[src/rtl/stage_link.sv]
// Elastic link between two pipeline stages: a circular buffer with optional
// zero-latency bypass, synchronous flush and a saturating delivery counter.
module stage_link #(
    parameter int BUS_WIDTH = 64,
    parameter int DEPTH     = 2,
    parameter int BYPASS    = 0,
    parameter int CNT_WIDTH = 32
) (
    input  logic                         clk,
    input  logic                         rst,
    input  logic                         flush,
    input  logic [BUS_WIDTH-1:0]         in_bus,
    input  logic                         in_valid,
    output logic                         in_ready,
    output logic [BUS_WIDTH-1:0]         out_bus,
    output logic                         out_valid,
    input  logic                         out_ready,
    output logic [$clog2(DEPTH+1)-1:0]   count,
    output logic [CNT_WIDTH-1:0]         xfer_cnt
);

    localparam int CW = $clog2(DEPTH + 1);
    localparam int PW = (DEPTH > 1) ? $clog2(DEPTH) : 1;
    localparam logic [CW-1:0] FULL_CNT = CW'(DEPTH);
    localparam logic [PW-1:0] LAST_PTR = PW'(DEPTH - 1);

    localparam logic [1:0] ST_EMPTY   = 2'd0;
    localparam logic [1:0] ST_PARTIAL = 2'd1;
    localparam logic [1:0] ST_FULL    = 2'd2;

    logic [BUS_WIDTH-1:0] mem [DEPTH];
    logic [PW-1:0]        wr_ptr;
    logic [PW-1:0]        rd_ptr;
    logic [1:0]           state;
    logic [1:0]           state_nxt;
    logic [CW-1:0]        count_nxt;
    logic                 accept;
    logic                 deliver;
    logic                 pass_thru;
    logic                 do_write;
    logic                 do_read;
    logic                 empty;
    logic                 full;

    function automatic logic [PW-1:0] ptr_inc(input logic [PW-1:0] p);
        return (p == LAST_PTR) ? '0 : p + 1'b1;
    endfunction

    function automatic logic [CNT_WIDTH-1:0] sat_inc(input logic [CNT_WIDTH-1:0] v);
        return (&v) ? v : v + 1'b1;
    endfunction

    function automatic logic [1:0] occupancy(input logic [CW-1:0] c);
        if (c == '0)
            return ST_EMPTY;
        else if (c == FULL_CNT)
            return ST_FULL;
        else
            return ST_PARTIAL;
    endfunction

    assign empty = (state == ST_EMPTY);
    assign full  = (state == ST_FULL);

    // Ready depends only on registered occupancy, never on out_ready.
    assign in_ready = !full && !flush && rst;

    always_comb begin
        if (BYPASS != 0 && empty) begin
            out_valid = in_valid && !flush && rst;
            out_bus   = in_bus;
        end else begin
            out_valid = !empty && !flush;
            out_bus   = mem[rd_ptr];
        end
    end

    assign accept    = in_valid && in_ready;
    assign deliver   = out_valid && out_ready;
    // An item that passes straight through never touches storage.
    assign pass_thru = (BYPASS != 0) && empty && accept && deliver;
    assign do_write  = accept && !pass_thru;
    assign do_read   = deliver && !pass_thru;

    always_comb begin
        count_nxt = count;
        if (flush)
            count_nxt = '0;
        else if (do_write && !do_read)
            count_nxt = count + 1'b1;
        else if (do_read && !do_write)
            count_nxt = count - 1'b1;
        state_nxt = occupancy(count_nxt);
    end

    // Control state: occupancy, pointers and delivery counter.
    always_ff @(posedge clk or negedge rst) begin
        if (!rst) begin
            count    <= '0;
            state    <= ST_EMPTY;
            wr_ptr   <= '0;
            rd_ptr   <= '0;
            xfer_cnt <= '0;
        end else begin
            count <= count_nxt;
            state <= state_nxt;
            if (flush) begin
                wr_ptr <= '0;
                rd_ptr <= '0;
            end else begin
                if (do_write)
                    wr_ptr <= ptr_inc(wr_ptr);
                if (do_read)
                    rd_ptr <= ptr_inc(rd_ptr);
            end
            if (deliver)
                xfer_cnt <= sat_inc(xfer_cnt);
        end
    end

    // Storage: cleared on reset so a registered link shows zero while idle.
    always_ff @(posedge clk or negedge rst) begin
        if (!rst) begin
            for (int i = 0; i < DEPTH; i++)
                mem[i] <= '0;
        end else if (do_write) begin
            mem[wr_ptr] <= in_bus;
        end
    end

endmodule

[config.mk]
export PLATFORM = sky130hd
export DESIGN_NAME = stage_link
export DESIGN_NICKNAME = d
export VERILOG_FILES = /design/src/rtl/stage_link.sv
export SDC_FILE = /design/constraint.sdc
export NUM_CORES = 1
export LEC_CHECK = 0
export BUFFER_PORTS_ARGS = -buffer_cell sky130_fd_sc_hd__buf_2
export CORE_UTILIZATION = 54
export DETAILED_ROUTE_END_ITERATION = 7
export HOLD_SLACK_MARGIN = 0.1
export PLACE_DENSITY = 0.8
export SLEW_MARGIN = 10
export SYNTH_ARGS = -nofsm -noshare
export SYNTH_HDL_FRONTEND = slang
export SYNTH_SLANG_ARGS = --single-unit
[constraint.sdc]
create_clock -name clk -period 2.6 [get_ports clk]
set_clock_uncertainty 0.2 [all_clocks]
set_input_delay 0.13 -clock clk [delete_from_list [all_inputs] [get_ports clk]]
set_output_delay 0.13 -clock clk [all_outputs]
set_load 0.02 [all_outputs]
* Word-level counts from Yosys, hierarchy flattened
Index checks and enable logic that the tools add are counted.
Word-level totals: bits of input ports 69, flip-flop bits (word level) 166, logic and storage cells 56, output and inout bits 100
Operators by class: muxes and demuxes 17, equality and inequality tests 2, reductions and logical operators 19, $lt $le $gt $ge 3, add/subtract/negate cells 5, bitwise logic cells 3
Operators with widths (count):
- $mux 64 | 4
- $bwmux 128 | 1
- $demux 64 s1 | 1
- $add 32x1->32 const B | 1
- $reduce_and 32->1 | 1
- $mux 2 | 5
- $logic_and 1x1->1 | 8
- $mux 1 | 6
- $logic_not 1->1 | 5
- $eq 2x2->1 const B | 2
- $ge 2x2->1 const B | 2
- $logic_not 2->1 | 2
- $not 1->2 | 2
- $reduce_bool 2->1 | 2
- $add 1x1->1 const B | 2
- $add 2x1->2 const B | 1
- $lt 2x1->1 const B | 1
- $reduce_and 2->1 | 1
- $sub 2x1->2 const B | 1
- $not 1->1 | 1

* Logic depth before layout (Yosys ltp)
Gate-level depths: netlist of the first run.
depth after elaboration 13, depth in mapped cells 7, mapped depth without buffers 6

* Worst setup path after synthesis of the first run
OpenSTA, ideal clock, no wires.
kind flip-flop to flip-flop, start register xfer_cnt[0], end register xfer_cnt[1], stages on the path, launching flop included 8, data required time 2.275 ns, period minus slack after synthesis 2.115 ns, path buffers 1, slack 0.485 ns, arrival 1.790 ns, library setup time 0.125 ns, cells stage by stage dfrtp_1 -> ha_1 -> nand3_1 -> nor2_1 -> and4_4 -> buf_6 -> nor2_2 -> mux2_4
Between the ends: longest elaborated chain between the ends 3, elaborated cells on any way between the ends 4, classes of those cells add/sub (1); bitwise (1); reduce/logical (2)
Ends and longest elaborated chain:
- start: declaration | RTL line 19 | output logic [CNT_WIDTH-1:0] xfer_cnt
- start signal: assignment | RTL line 117 | xfer_cnt <= sat_inc(xfer_cnt);
- parallel branches: the longest is 3 deep, another holds $add 32x1->32
Several ways; the timed one is not identified. A chain may end at the register's enable or synchronous reset.

* Worst setup path in the final report of the first run
start input rst, end register mem[69] in the netlist's numbering
Between the ends: longest elaborated chain between the ends 2
Ends and longest elaborated chain:
- start: declaration | RTL line 10 | input logic rst,
- $logic_and 1x1->1 | RTL line 66 | assign in_ready = !full && !flush && rst;
- $logic_and 1x1->1 | RTL line 78 | assign accept = in_valid && in_ready;
- end signal: indexed assignment | RTL line 127 | mem[wr_ptr] <= in_bus;
- end: declaration | RTL line 31 | logic [BUS_WIDTH-1:0] mem [DEPTH];
Every way passes these cells.

==> metrics, run 1 <==
DR vias/cell=5.433; VDD IR max=0.4114 mV; ys async rst share=100.0%; CTS tree=done; Worst Hold Class=in -> reg; vias in the first global route=5569; synthesized area=7378 sq um; post-route setup TNS=0 ns; largest net degree at the start of global routing=95; number of max-cap violations=0; most used cell, CP=dlygate4sd3_1; DRC viols=0; FF+latch count, synth=165; Pins Over Slew Limit=0; DR top layer=met4; router iterations before antenna repair=4; FMAX=406.6 MHz; Mapped Nets=583; drt initial violations=247; Synth-to-Final Area Change=31.78%; Slew @ Worst Pin=0.8229 ns; YS warnings=0; Leak=4.748 nW; CORE AREA=13300 sq um; Post-DP HPWL=10.46 mm; critical-path cell list=dlygate4sd3_1 -> dlygate4sd3_1 -> buf_6 -> nand4bb_1 -> nor2_4 -> buf_12 -> mux2_1; Critical Path Sink Type=flop; io pins=169; PortBufs=168; chip height=118.9 microns; EDFF count, synth=0; fin nets=827; critical path class=in -> reg; DR WL met2=8.775 mm; gr usage total=25.32%; RSZ-0062 raised after global routing=false; initial antenna violation count=0; Final setup violation count=0; Mapped Cells=513; Slew HR=45.14%; Worst EP arrival=2.55 ns; vias=5134; Slowest-stage cell, CP=dlygate4sd3_1; CTS sink cnt=165; Clock Latency Late Sink=0.42 ns; WP data required=2.69 ns; antenna diode count=0; worst hold margin=0.2758 ns; overall routed net length=16.85 mm; cell with the most instances after synthesis=dfrtp_1; met3 WL=828 microns; die width=118.9 microns; worst reg-to-reg setup slack=0.30 ns; total CTS buffers=17; Hold Vio Cnt, Final=0; Fill cells=878; post-synth cell types=40; outcome=completed; root buffer cell=clkbuf_16; Routed Antenna Nets=0; Tot Pwr=0.007908 W; Startpoint Class=primary input; Metal-1 WL=6.917 mm; share of post-route cells with drive strength above 1=45.25%; sequential area share after synthesis=55.96%; Max Root-Sink Buffers=2; CTS clk-pin slew, worst paths=0.07 ns; Pwr Density=813.4 nW/um^2; die area=14130 sq um; GRT overflow=0; period utilisation layout=94.58%; drt wl/cell=17.83 microns; post-synth top area cell=dfrtp_1; Top FF cell, synth=dfrtp_1; CP Max Fanout=31; post-synth top area share=55.96%; routability cong.=0.9148; Area contributors post-synth=dfrtp_1 (56%), mux2_2 (18%), mux2_1 (11%); Avg Cell Area, Syn=14.38 sq um; top post-synthesis cells by count=dfrtp_1 (165), mux2_2 (121), mux2_1 (73); global-route wire length before repair=27.91 mm; row count=42; Starting Density=55.50%; CP max stage delay=0.62 ns; H-tree levels=4; post-route minimum period=2.459 ns
[power by group]
part | internal (W) | total (W) | switching (W)
registers | 0.00311 | 0.00341 | 0.000300
clock network | 0.00145 | 0.00242 | 0.000966
logic | 0.00100 | 0.00208 | 0.00107
total | 0.00557 | 0.00791 | 0.00234
[critical path, delay by kind of cell]
kind | cells | cell delay (ns)
mux | 1 | 0.39
simple gates | 2 | 0.47
buf+inv | 4 | 1.55
[flip-flops by register name (all words and copies together), names as in the netlist]
signal	cells
mem	128
count	2
rd_ptr	1
wr_ptr	1
xfer_cnt	32
state	1
[metal layers]
layer  GRT usage, %  vias to the layer above
met3          5.699                       29
met1          30.74                     2620
met5              0                        -
li1               -                     2331
met4          10.13                        0
met2          43.75                      154
[cells by family (layout without fill, tap and decap cells)]
family | Yosys count | in the layout | share of synthesized area [%]
AO/OA/AOI/OAI | 3 | 3 | 0.3052
XOR/XNOR | 33 | 33 | 3.917
adder cells (fa/ha/maj) | 1 | 1 | 0.1696
buffers and inverters | 24 | 280 | 1.815
flip-flops | 165 | 165 | 55.96
multiplexers | 196 | 196 | 29.95
AND/OR/NAND/NOR | 91 | 91 | 7.886
[area by class of cell]
| class | instances | area (sq um) | share of cell area (%) |
|---|---|---|---|
| flip-flops and latches | 165 | 4130 | 42.48 |
| inverters | 1 | 3.754 | 0.03861 |
| clock buffers | 22 | 464.2 | 4.774 |
| multi-input cells | 324 | 3123 | 32.12 |
| clock inverters | 9 | 103.9 | 1.068 |
| well taps | 176 | 220.2 | 2.265 |
| repair buffers | 248 | 1678 | 17.26 |
[placed cells by master (no fill, tap or decap), types with 2 or more instances in the layout]
| cell | Yosys | routed |
|---|---|---|
| and3_1 | 3 | 3 |
| and4_1 | 3 | 3 |
| and4_4 | 3 | 3 |
| buf_12 | 0 | 4 |
| buf_2 | 8 | 167 |
| buf_4 | 7 | 5 |
| buf_6 | 1 | 3 |
| bufinv_16 | 0 | 2 |
| clkbuf_1 | 7 | 3 |
| clkbuf_16 | 0 | 17 |
| clkbuf_8 | 0 | 2 |
| clkinv_2 | 0 | 4 |
| clkinvlp_4 | 0 | 2 |
| dfrtp_1 | 165 | 164 |
| dlygate4sd3_1 | 0 | 69 |
| mux2_1 | 73 | 73 |
| mux2_2 | 121 | 121 |
| nand2_1 | 14 | 14 |
| nand2_2 | 2 | 2 |
| nand3_1 | 13 | 13 |
| nand4_1 | 6 | 6 |
| nor2_1 | 12 | 12 |
| nor3_1 | 13 | 13 |
| nor4_1 | 4 | 4 |
| nor4_2 | 3 | 3 |
| nor4b_2 | 3 | 3 |
| xnor2_1 | 5 | 5 |
| xor2_1 | 28 | 28 |
[through the flow]
step | utilization [%] | worst slack (ns) | instance area (sq um) | cells
after floorplan | - | 0.4852 | 7378 | 513
after global placement | 63.34 | 0.4400 | 8422 | 842
after detailed placement | 63.34 | 0.3503 | 8422 | 842
after CTS | 72.96 | 0.0003380 | 9701 | 943
after global routing | 73.13 | 0.07911 | 9723 | 945
final | 73.13 | 0.1408 | 9723 | 945
[repair_timing]
action                     in CTS  in global routing
gates resized for setup         0                  1
setup buffers                   0                  2
hold endpoints to repair      206                  0
setup endpoints to repair       0                 49
hold buffers                   70                  0
[worst paths after layout]
path | from | end | cells past startpoint
max | rst | mem[69] | 7
max in group asynchronous | rst | mem[95] | 4
min reg2reg | mem[126] | mem[126] | 1
max reg2reg | xfer_cnt[0] | xfer_cnt[1] | 6
min | in_bus[11] | mem[75] | 3
min in group asynchronous | rst | count[0] | 4
(Power assumes the default switching activity.)
==> run 2: changes to the inputs <==
--- a/config.mk
+++ b/config.mk
@@ -10,6 +10,7 @@
 export DETAILED_ROUTE_END_ITERATION = 7
 export HOLD_SLACK_MARGIN = 0.1
 export PLACE_DENSITY = 0.8
+export SETUP_SLACK_MARGIN = 0.2
 export SLEW_MARGIN = 10
 export SYNTH_ARGS = -nofsm -noshare
 export SYNTH_HDL_FRONTEND = slang
==> run 2 against run 1 <==
Register-to-register slack gained 0.03 ns. Fmax increased by 8.4%. Sequential share of layout area increased by 0.082 points. Cell area is 0.19% lower. First-iteration DRC count grew 12%. Highest routed layer unchanged. Total power about the same. Clock power about the same.
==> metrics, run 2 (synthesis results as in run 1) <==
share of post-route cells with drive strength above 1=45.11% (was 45.25%); Startpoint Class=flop (was primary input); met3 WL=886 microns (was 828 microns); VDD IR max=0.3734 mV (was 0.4114 mV); Routed Antenna Nets=0 (unchanged); die width=118.9 microns (unchanged); DR WL met2=8.716 mm (was 8.775 mm); Post-DP HPWL=10.46 mm (unchanged); worst hold margin=0.2545 ns (was 0.2758 ns); worst flop-to-flop path endpoint=xfer_cnt[1] (unchanged); CP Max Fanout=21 (was 31); Final Util=72.99% (was 73.13%); period utilisation layout=87.24% (was 94.58%); router iterations before antenna repair=6 (was 4); Slew HR=44.71% (was 45.14%); total CTS buffers=17 (unchanged); reg2reg path depth=6 (unchanged); Clock Latency Late Sink=0.42 ns (about the same); largest net degree at the start of global routing=95 (unchanged); Max Root-Sink Buffers=2 (unchanged); DRC viols=0 (unchanged); H-tree levels=4 (unchanged); DR vias/cell=5.443 (was 5.433); reg2reg start=xfer_cnt[0] (unchanged); drt initial violations=276 (was 247); Starting Density=55.50% (unchanged); Metal-1 WL=6.941 mm (was 6.917 mm); Tot Pwr=0.007906 W (was 0.007908 W); setup bufs post-CTS=0 (unchanged); Regs by FF count=mem (128), xfer_cnt (32), count (2) (unchanged); die area=14130 sq um (unchanged); routability cong.=0.9148 (unchanged); Pwr Density=814.7 nW/um^2 (was 813.4 nW/um^2); post-route minimum period=2.268 ns (was 2.459 ns); pre-CTS setup slack=0.3503 ns (unchanged); commonest non-fill, non-tap cell in the layout=buf_2 (unchanged); io pins=169 (unchanged); CTS sink cnt=165 (unchanged); Biggest register=mem (unchanged); CTS tree=done (unchanged); row count=42 (unchanged); global-route wire length before repair=27.95 mm (was 27.91 mm); DR top layer=met4 (unchanged); vias in the first global route=5564 (was 5569); most frequent cells in the layout=buf_2 (167), dfrtp_1 (164), mux2_2 (121) (unchanged); outcome=completed (unchanged); Worst EP arrival=2.37 ns (was 2.55 ns); WP data required=2.70 ns (was 2.69 ns); CORE AREA=13300 sq um (unchanged); post-route setup TNS=0 ns (unchanged); CTS clk-pin slew, worst paths=0.06 ns (was 0.07 ns); PortBufs=168 (unchanged); gr usage total=25.35% (was 25.32%); vias=5133 (was 5134); Final setup violation count=0 (unchanged); Slew @ Worst Pin=0.8294 ns (was 0.8229 ns); fin nets=825 (was 827); GRT overflow=0 (unchanged); worst setup margin=0.3318 ns (was 0.1408 ns); critical path class=reg -> reg (was in -> reg); Resize count post-CTS=0 (unchanged); Leak=4.738 nW (was 4.748 nW); root buffer cell=clkbuf_16 (unchanged); Critical Path Sink Type=flop (unchanged); drt wl/cell=17.93 microns (was 17.83 microns); Hold Vio Cnt, Final=0 (unchanged); initial antenna violation count=0 (unchanged); RSZ-0062 raised after global routing=false (unchanged); Pins Over Slew Limit=0 (unchanged); FMAX=440.9 MHz (was 406.6 MHz); worst reg-to-reg setup slack=0.33 ns (was 0.30 ns); chip height=118.9 microns (unchanged); max FFs per register=128 (unchanged); Synth-to-Final Area Change=31.52% (was 31.78%); overall routed net length=16.91 mm (was 16.85 mm); number of max-cap violations=0 (unchanged); antenna diode count=0 (unchanged); Worst Hold Class=in -> async (was in -> reg)
run 2: changes by cell type in the layout (fill, tap and decap cells not counted), sizes merged:
cell,previous run,this run
buf,179,177
run 2: worst max path at each step:
stage	from	end	slack (ns)	cells after the start
floorplan	xfer_cnt[0]	xfer_cnt[1]	0.49	7
global placement	xfer_cnt[0]	xfer_cnt[1]	0.44	6
detailed placement	xfer_cnt[0]	xfer_cnt[1]	0.35	6
CTS	xfer_cnt[0]	xfer_cnt[1]	0.33	6
global route	xfer_cnt[0]	xfer_cnt[1]	0.20	6
finish	xfer_cnt[0]	xfer_cnt[1]	0.33	6
run 2: metal layers:
layer	vias to the layer above	track usage, %
li1	2327	-
met1	2619	30.71
met2	155	43.86
met3	32	5.747
met4	0	10.13
met5	-	0
run 2: power breakdown:
group          leakage, nW  internal [W]  switching [W]
clock network        0.276       0.00145       0.000963
registers             2.10       0.00311       0.000301
logic                 2.37       0.00100        0.00108
run 2: timing repair:
action	4_1_cts	5_1_grt
endpoints found under the setup margin	0	1
hold buffers	70	0
endpoints found under the hold margin	206	0
run 2: through the flow:
| step | cell area [sq um] | std cells |
|---|---|---|
| after floorplan | 7378 | 513 |
| after CTS | 9701 | 943 |
| after global routing | 9704 | 943 |
| final | 9704 | 943 |
| after global placement | 8422 | 842 |
| after detailed placement | 8422 | 842 |
run 2: layout make-up:
| class | instances | area, sq um |
|---|---|---|
| timing repair buffer | 246 | 1659 |
| clock buffer | 22 | 464.2 |
| multi-input combinational | 324 | 3123 |
| fill | 875 | 3591 |
| tap | 176 | 220.2 |
| sequential | 165 | 4130 |
| clock inverter | 9 | 103.9 |
| inverter | 1 | 3.754 |
run 2: critical path, cell delays in order (launching register included):
cell and delay [ns]:
dfrtp_1 0.41, ha_1 0.19, nand3_1 0.14, nor2_1 0.33
and4_4 0.48, nor2_2 0.09, mux2_4 0.31
